===== src/rtl/stream_gen_pkg.sv =====
// Shared defaults and FSM encoding for the stream pattern generator.
package stream_gen_pkg;

    localparam int DEFAULT_DEPTH    = 8;
    localparam int DEFAULT_SAMPLE_W = 16;
    localparam int DEFAULT_LEN_W    = 8;

    typedef enum logic [1:0] {
        IDLE   = 2'd0,
        PLAY   = 2'd1,
        FINISH = 2'd2
    } state_t;

endpackage


===== src/rtl/stream_pattern_gen_if.sv =====
// Segment-table bus: one write port from the configuration side, one
// combinational read port used by the player.
interface stream_pattern_gen_if #(
    parameter int ADDR_W   = 3,
    parameter int SAMPLE_W = 16,
    parameter int LEN_W    = 8
);
    logic                       we;
    logic [ADDR_W-1:0]          wr_addr;
    logic signed [SAMPLE_W-1:0] wr_value;
    logic [LEN_W-1:0]           wr_length;
    logic [ADDR_W-1:0]          rd_addr;
    logic signed [SAMPLE_W-1:0] rd_value;
    logic [LEN_W-1:0]           rd_length;

    modport master (
        output we, wr_addr, wr_value, wr_length, rd_addr,
        input  rd_value, rd_length
    );

    modport slave (
        input  we, wr_addr, wr_value, wr_length, rd_addr,
        output rd_value, rd_length
    );
endinterface


===== src/rtl/segment_table.sv =====
// Segment table: synchronous write, combinational read, synchronous clear.
module segment_table
    import stream_gen_pkg::*;
#(
    parameter int DEPTH    = DEFAULT_DEPTH,
    parameter int SAMPLE_W = DEFAULT_SAMPLE_W,
    parameter int LEN_W    = DEFAULT_LEN_W
) (
    input  logic                 clock,
    input  logic                 reset,
    stream_pattern_gen_if.slave  tbl
);
    logic signed [SAMPLE_W-1:0] value_mem  [DEPTH];
    logic [LEN_W-1:0]           length_mem [DEPTH];

    // NOTE: every entry is cleared on reset, so this maps to flops rather than
    // a RAM macro; that is intended for a table this small.
    always_ff @(posedge clock) begin
        if (reset) begin
            for (int i = 0; i < DEPTH; i++) begin
                value_mem[i]  <= '0;
                length_mem[i] <= '0;
            end
        end else if (tbl.we) begin
            value_mem[tbl.wr_addr]  <= tbl.wr_value;
            length_mem[tbl.wr_addr] <= tbl.wr_length;
        end
    end

    assign tbl.rd_value  = value_mem[tbl.rd_addr];
    assign tbl.rd_length = length_mem[tbl.rd_addr];

endmodule


===== src/rtl/stream_pattern_gen.sv =====
// Plays a programmable sequence of (value, hold-length) segments as a
// registered sample stream, optionally looping, with stop and done handling.
module stream_pattern_gen
    import stream_gen_pkg::*;
#(
    parameter int  DEPTH    = DEFAULT_DEPTH,
    parameter int  SAMPLE_W = DEFAULT_SAMPLE_W,
    parameter int  LEN_W    = DEFAULT_LEN_W,
    localparam int ADDR_W   = (DEPTH > 1) ? $clog2(DEPTH) : 1,
    localparam int NSEG_W   = ADDR_W + 1
) (
    input  logic                       clock,
    input  logic                       reset,
    input  logic                       cfgWe,
    input  logic [ADDR_W-1:0]          cfgAddr,
    input  logic signed [SAMPLE_W-1:0] cfgValue,
    input  logic [LEN_W-1:0]           cfgLength,
    input  logic [NSEG_W-1:0]          numSegments,
    input  logic                       loop,
    input  logic                       start,
    input  logic                       stop,
    output logic signed [SAMPLE_W-1:0] stream,
    output logic                       streamValid,
    output logic                       busy,
    output logic                       done,
    output logic [ADDR_W-1:0]          segIndex
);
    state_t                     state_q, state_d;
    logic [ADDR_W-1:0]          seg_q, seg_d;
    logic [LEN_W-1:0]           hold_q, hold_d;
    logic [NSEG_W-1:0]          nseg_q, nseg_d;
    logic                       loop_q, loop_d;
    logic signed [SAMPLE_W-1:0] stream_q, stream_d;
    logic                       valid_q, valid_d;
    logic                       busy_q, busy_d;
    logic                       done_q, done_d;

    logic                       last_seg;
    logic [ADDR_W-1:0]          rd_addr;
    logic                       bypass;
    logic signed [SAMPLE_W-1:0] entry_value;
    logic [LEN_W-1:0]           entry_length;
    logic [LEN_W-1:0]           hold_load;
    logic                       empty_req;

    stream_pattern_gen_if #(
        .ADDR_W  (ADDR_W),
        .SAMPLE_W(SAMPLE_W),
        .LEN_W   (LEN_W)
    ) tbl ();

    segment_table #(
        .DEPTH   (DEPTH),
        .SAMPLE_W(SAMPLE_W),
        .LEN_W   (LEN_W)
    ) u_table (
        .clock(clock),
        .reset(reset),
        .tbl  (tbl)
    );

    assign tbl.we        = cfgWe && (state_q == IDLE);
    assign tbl.wr_addr   = cfgAddr;
    assign tbl.wr_value  = cfgValue;
    assign tbl.wr_length = cfgLength;
    assign tbl.rd_addr   = rd_addr;

    assign last_seg = ({1'b0, seg_q} == (nseg_q - NSEG_W'(1)));
    assign rd_addr  = (state_q == PLAY && !last_seg) ? seg_q + ADDR_W'(1) : '0;

    // A write landing in the same cycle as start must be seen by the first sample.
    assign bypass       = tbl.we && (cfgAddr == rd_addr);
    assign entry_value  = bypass ? cfgValue  : tbl.rd_value;
    assign entry_length = bypass ? cfgLength : tbl.rd_length;
    assign hold_load    = (entry_length == '0) ? '0 : entry_length - LEN_W'(1);
    assign empty_req    = (numSegments == '0) || (numSegments > NSEG_W'(DEPTH));

    // NOTE: every variable gets its default before the case so no path leaves
    // one unassigned, which would infer a latch.
    always_comb begin
        state_d  = state_q;
        seg_d    = seg_q;
        hold_d   = hold_q;
        nseg_d   = nseg_q;
        loop_d   = loop_q;
        stream_d = stream_q;
        valid_d  = valid_q;
        busy_d   = busy_q;
        done_d   = 1'b0;

        unique case (state_q)
            IDLE: begin
                stream_d = '0;
                valid_d  = 1'b0;
                busy_d   = 1'b0;
                seg_d    = '0;
                hold_d   = '0;
                if (start && !stop) begin
                    if (empty_req) begin
                        state_d = FINISH;
                        done_d  = 1'b1;
                    end else begin
                        state_d  = PLAY;
                        nseg_d   = numSegments;
                        loop_d   = loop;
                        stream_d = entry_value;
                        valid_d  = 1'b1;
                        busy_d   = 1'b1;
                        hold_d   = hold_load;
                    end
                end
            end
            PLAY: begin
                if (stop || (hold_q == '0 && last_seg && !loop_q)) begin
                    state_d  = FINISH;
                    stream_d = '0;
                    valid_d  = 1'b0;
                    busy_d   = 1'b0;
                    seg_d    = '0;
                    hold_d   = '0;
                    done_d   = 1'b1;
                end else if (hold_q != '0) begin
                    hold_d = hold_q - LEN_W'(1);
                end else begin
                    seg_d    = rd_addr;
                    stream_d = entry_value;
                    hold_d   = hold_load;
                end
            end
            FINISH: begin
                state_d  = IDLE;
                stream_d = '0;
                valid_d  = 1'b0;
                busy_d   = 1'b0;
                seg_d    = '0;
            end
            default: state_d = IDLE;
        endcase
    end

    always_ff @(posedge clock) begin
        if (reset) begin
            state_q  <= IDLE;
            seg_q    <= '0;
            hold_q   <= '0;
            nseg_q   <= '0;
            loop_q   <= 1'b0;
            stream_q <= '0;
            valid_q  <= 1'b0;
            busy_q   <= 1'b0;
            done_q   <= 1'b0;
        end else begin
            state_q  <= state_d;
            seg_q    <= seg_d;
            hold_q   <= hold_d;
            nseg_q   <= nseg_d;
            loop_q   <= loop_d;
            stream_q <= stream_d;
            valid_q  <= valid_d;
            busy_q   <= busy_d;
            done_q   <= done_d;
        end
    end

    assign stream      = stream_q;
    assign streamValid = valid_q;
    assign busy        = busy_q;
    assign done        = done_q;
    assign segIndex    = seg_q;

endmodule


===== config.mk =====
export PLATFORM = sky130hd
export DESIGN_NAME = stream_pattern_gen
export DESIGN_NICKNAME = d
export VERILOG_FILES = /design/src/rtl/stream_gen_pkg.sv /design/src/rtl/stream_pattern_gen_if.sv /design/src/rtl/segment_table.sv /design/src/rtl/stream_pattern_gen.sv
export SDC_FILE = /design/constraint.sdc
export NUM_CORES = 1
export LEC_CHECK = 0
export BUFFER_PORTS_ARGS = -buffer_cell sky130_fd_sc_hd__buf_2
export CAP_MARGIN = 20
export CELL_PAD_IN_SITES_DETAIL_PLACEMENT = 0
export CELL_PAD_IN_SITES_GLOBAL_PLACEMENT = 2
export CORE_UTILIZATION = 30
export CTS_CLUSTER_SIZE = 28
export DETAILED_ROUTE_END_ITERATION = 8
export PLACE_DENSITY = 0.59
export SYNTH_ARGS = -nofsm -noshare
export SYNTH_HDL_FRONTEND = slang
export SYNTH_SLANG_ARGS = --single-unit

===== constraint.sdc =====
create_clock -name clock -period 4 [get_ports clock]
set_input_delay 0.6 -clock clock [delete_from_list [all_inputs] [get_ports clock]]
set_output_delay 0.6 -clock clock [all_outputs]
set_load 0.01 [all_outputs]

==> impl_metrics.xml <==
<?xml version="1.0" encoding="UTF-8"?>
<metrics>
  <group name="routing">
    <metric name="drt-total-wl" unit="microns">35400</metric>
    <metric name="drt_drc_violations_left" unit="">0</metric>
    <metric name="antenna_violating_nets_post_route" unit="">0</metric>
    <metric name="detailedRoute.firstPassIterationCount" unit="">5</metric>
    <metric name="final_routed_wire_length_divided_by_cell_count" unit="microns">22.2</metric>
    <metric name="drt_iter0_markers" unit="">521</metric>
    <metric name="routed_via_density" unit="">5.09</metric>
    <metric name="num_vias" unit="">8106</metric>
  </group>
  <group name="floorplanning">
    <metric name="std_cell_rows" unit="">70</metric>
    <metric name="design.die.area" unit="sq mm">0.0382</metric>
    <metric name="floorplan.core_area" unit="sq mm">0.0367</metric>
    <metric name="initial_utilization" unit="%">30.6</metric>
    <metric name="die-height" unit="microns">195</metric>
    <metric name="pin_count" unit="">59</metric>
    <metric name="die_width" unit="microns">195</metric>
  </group>
  <group name="logic_synthesis">
    <metric name="syn_nets" unit="">1079</metric>
    <metric name="synthesis.instances" unit="">1033</metric>
    <metric name="netlist.top_cell.by_area" unit="">edfxtp_1</metric>
    <metric name="synth.yosys.warnings" unit="">0</metric>
    <metric name="synth_sequential_area_ratio" unit="%">57.8</metric>
    <metric name="synth.lib_cells_used.distinct" unit="">59</metric>
    <metric name="yosysMostFrequentCell" unit="">edfxtp_1</metric>
    <metric name="post_synth_main_area_contributors" unit="">edfxtp_1, and2_1, dfxtp_1</metric>
    <metric name="synthArstFlopShare" unit="%">0</metric>
    <metric name="synth.ff_latch_count" unit="">228</metric>
    <metric name="top_flip_flop_cell_by_instance_count_after_synthesis" unit="">edfxtp_1</metric>
    <metric name="synth_edf_count" unit="">192</metric>
    <metric name="synthesis.area_per_instance" unit="sq um">10.9</metric>
    <metric name="post_synth_most_frequent_cells" unit="">edfxtp_1, and2_1, nand2_1</metric>
    <metric name="yosys.area.top_type_share" unit="%">51.4</metric>
    <metric name="mappedNetlistArea" unit="sq mm">0.0112</metric>
  </group>
  <group name="worst_setup_path">
    <metric name="timing.critical_path.to_type" unit="">flip-flop</metric>
    <metric name="critPathMaxFanout" unit="">8</metric>
    <metric name="crit_required" unit="ns">4.41</metric>
    <metric name="worstSetupStartpointType" unit="">flip-flop</metric>
    <metric name="crit_arrival" unit="ns">4.11</metric>
    <metric name="type_of_the_setup_path_with_the_least_slack" unit="">reg2reg</metric>
  </group>
  <group name="clock_tree">
    <metric name="cts_tree" unit="">done</metric>
    <metric name="clk-insertion-delay-late" unit="ns">0.55</metric>
    <metric name="max-clock-path-buffers" unit="">3</metric>
    <metric name="path_clk_slew" unit="ns">0.06</metric>
    <metric name="cts_htree_levels" unit="">1</metric>
    <metric name="cts_root_buf" unit="">clkbuf_16</metric>
    <metric name="ctsHoldBuffers" unit="">0</metric>
    <metric name="clock_sink_count" unit="">228</metric>
    <metric name="cts_buffers" unit="">27</metric>
  </group>
  <group name="place">
    <metric name="routabilityCongestion" unit="">0.829</metric>
    <metric name="dpl.hpwl" unit="microns">22100</metric>
    <metric name="detailed_place.area" unit="sq mm">0.0123</metric>
    <metric name="placement.io_buffers" unit="">58</metric>
  </group>
  <group name="layout">
    <metric name="num_antenna_cells" unit="">0</metric>
    <metric name="final_core_util" unit="%">35.9</metric>
    <metric name="post-route-cell-area" unit="sq mm">0.0132</metric>
    <metric name="synthToLayoutAreaGrowth" unit="%">17.3</metric>
    <metric name="design.final.nets" unit="">1149</metric>
    <metric name="post_route_cells_drive_above_1_share" unit="%">16.5</metric>
  </group>
  <group name="power_and_ir_drop">
    <metric name="power_leakage" unit="nW">4.92</metric>
    <metric name="share_clk_of_total_power" unit="%">42.1</metric>
    <metric name="cellInternalPower" unit="mW">4.32</metric>
    <metric name="power.switching_fraction" unit="%">25.0</metric>
    <metric name="net-switching-power" unit="mW">1.44</metric>
    <metric name="power_frac_comb" unit="%">10.7</metric>
    <metric name="power.sequential.fraction" unit="%">47.2</metric>
    <metric name="power.total" unit="mW">5.76</metric>
    <metric name="power-per-cell-area" unit="mW/mm^2">437</metric>
    <metric name="peakVddDrop" unit="mV">0.327</metric>
  </group>
  <group name="grt">
    <metric name="grt_pass1_wl" unit="microns">53100</metric>
    <metric name="grt.total_usage" unit="%">18.7</metric>
    <metric name="grt_start_max_net_pins" unit="">45</metric>
    <metric name="grt_antenna_before_repair" unit="">2</metric>
    <metric name="grt_remaining_overflow" unit="">0</metric>
    <metric name="first_global_vias" unit="">8061</metric>
  </group>
  <group name="min_path">
    <metric name="hold_path.class" unit="">in2reg</metric>
  </group>
  <group name="sta">
    <metric name="slew_of_the_pin_with_the_lowest_slew_margin" unit="ns">0.912</metric>
    <metric name="fin_worst_skew" unit="ns">0.00766</metric>
    <metric name="drv_slew" unit="">0</metric>
    <metric name="whs" unit="ns">0.310</metric>
    <metric name="tns" unit="ns">0</metric>
    <metric name="finalCriticalPeriod" unit="ns">3.70</metric>
    <metric name="fmax" unit="MHz">270</metric>
    <metric name="grt_setup_unrepaired" unit="">false</metric>
    <metric name="number_of_hold_violations_in_the_final_report" unit="">0</metric>
    <metric name="final.period_utilization" unit="%">92.6</metric>
    <metric name="setup_viol" unit="">0</metric>
    <metric name="relative_slew_slack" unit="%">39.2</metric>
  </group>
  <group name="run">
    <metric name="maxCapViolations" unit="">0</metric>
  </group>
  <group name="outcome">
    <metric name="run_status" unit="">completed</metric>
  </group>
</metrics>
## cells by family (layout without fill, tap and decap cells)
| kind of cell | Yosys count | count (layout) | share of synthesized area, % |
|---|---|---|---|
| compound gates | 192 | 192 | 12.1 |
| xor+xnor | 15 | 15 | 1.43 |
| fa+ha+maj | 9 | 9 | 1.00 |
| buf+inv | 93 | 184 | 3.34 |
| flops | 228 | 228 | 57.8 |
| mux | 30 | 30 | 2.86 |
| simple gates | 466 | 466 | 21.5 |
## flip-flops by register name, summed over array words and instances (netlist names)
| name | count |
|---|---|
| stream | 16 |
| loop_q | 1 |
| busy | 1 |
| segIndex | 3 |
| state_q | 2 |
| hold_q | 8 |
| u_table.value_mem | 128 |
| done | 1 |
| u_table.length_mem | 64 |
| nseg_q | 4 |
## placed cells by master (no fill, tap or decap), types with 8 or more instances in the layout
cell / n
clkbuf_1: 10
a31oi_1: 19
inv_1: 20
clkbuf_16: 27
a21oi_1: 26
nor3_1: 35
ha_1: 9
edfxtp_1: 192
nand3_1: 38
buf_4: 54
a221oi_1: 31
and2_1: 187
o211ai_1: 10
dfxtp_1: 36
o21ai_0: 33
buf_2: 58
a22oi_1: 21
nor2_1: 63
nand2_1: 106
mux2i_1: 21
xnor2_1: 9
a211oi_1: 8
## per-layer routing
metal  GRT usage, %  share of wire, %
met1           26.3                47
met2           30.8                47
met3           2.61               4.9
met4           3.53               1.4
met5              0                 0
## power by group through the flow
stage,registers (mW),clock network (mW),logic [mW]
global route,2.73,2.58,0.687
CTS,2.72,2.50,0.619
floorplan,2.76,0,0.366
finish,2.72,2.42,0.619
global placement,2.76,0,0.620
detailed placement,2.76,0,0.617
## worst max-delay path, stage by stage (launching register included)
cell	delay, ns
dfxtp_1	0.42
inv_1	0.07
ha_1	0.31
xnor2_1	0.18
or3_1	0.41
o211ai_4	0.36
xnor2_1	0.17
or2_1	0.31
mux2_4	0.35
inv_1	0.11
ha_1	0.17
inv_1	0.04
nor2_1	0.21
a31oi_4	0.16
a211oi_1	0.24
nor3_1	0.07
## worst paths after layout
| kind | startpoint | to | slack, ns | depth (start not counted) |
|---|---|---|---|---|
| worst min-delay path | loop | loop_q | 0.31 | 3 |
| worst max register to register | nseg_q[0] | hold_q[3] | 0.30 | 15 |
| worst min register to register | loop_q | loop_q | 0.48 | 2 |
| worst max-delay path | nseg_q[0] | hold_q[3] | 0.30 | 15 |
## metrics by stage
step,setup slack [ns],std cells
2_1_floorplan,0.614,1033
3_3_place_gp,0.207,1539
6_report,0.296,1592
3_5_place_dp,0.241,1539
4_1_cts,0.228,1589
5_1_grt,0.0313,1592
## layout make-up
class                      instances  area [sq um]
timing repair buffer             113           716
multi-input combinational        712          4440
clock buffer                      37           713
fill                            3655         23500
inverter                          21          78.8
clock inverter                    13           144
sequential                       228          6490
tap                              468           586
## what timing repair did
action                     CTS  global route
setup endpoints to repair    0             6
buffers inserted             0             3
resized for setup            0             2
Power figures use the tool's default switching activity.
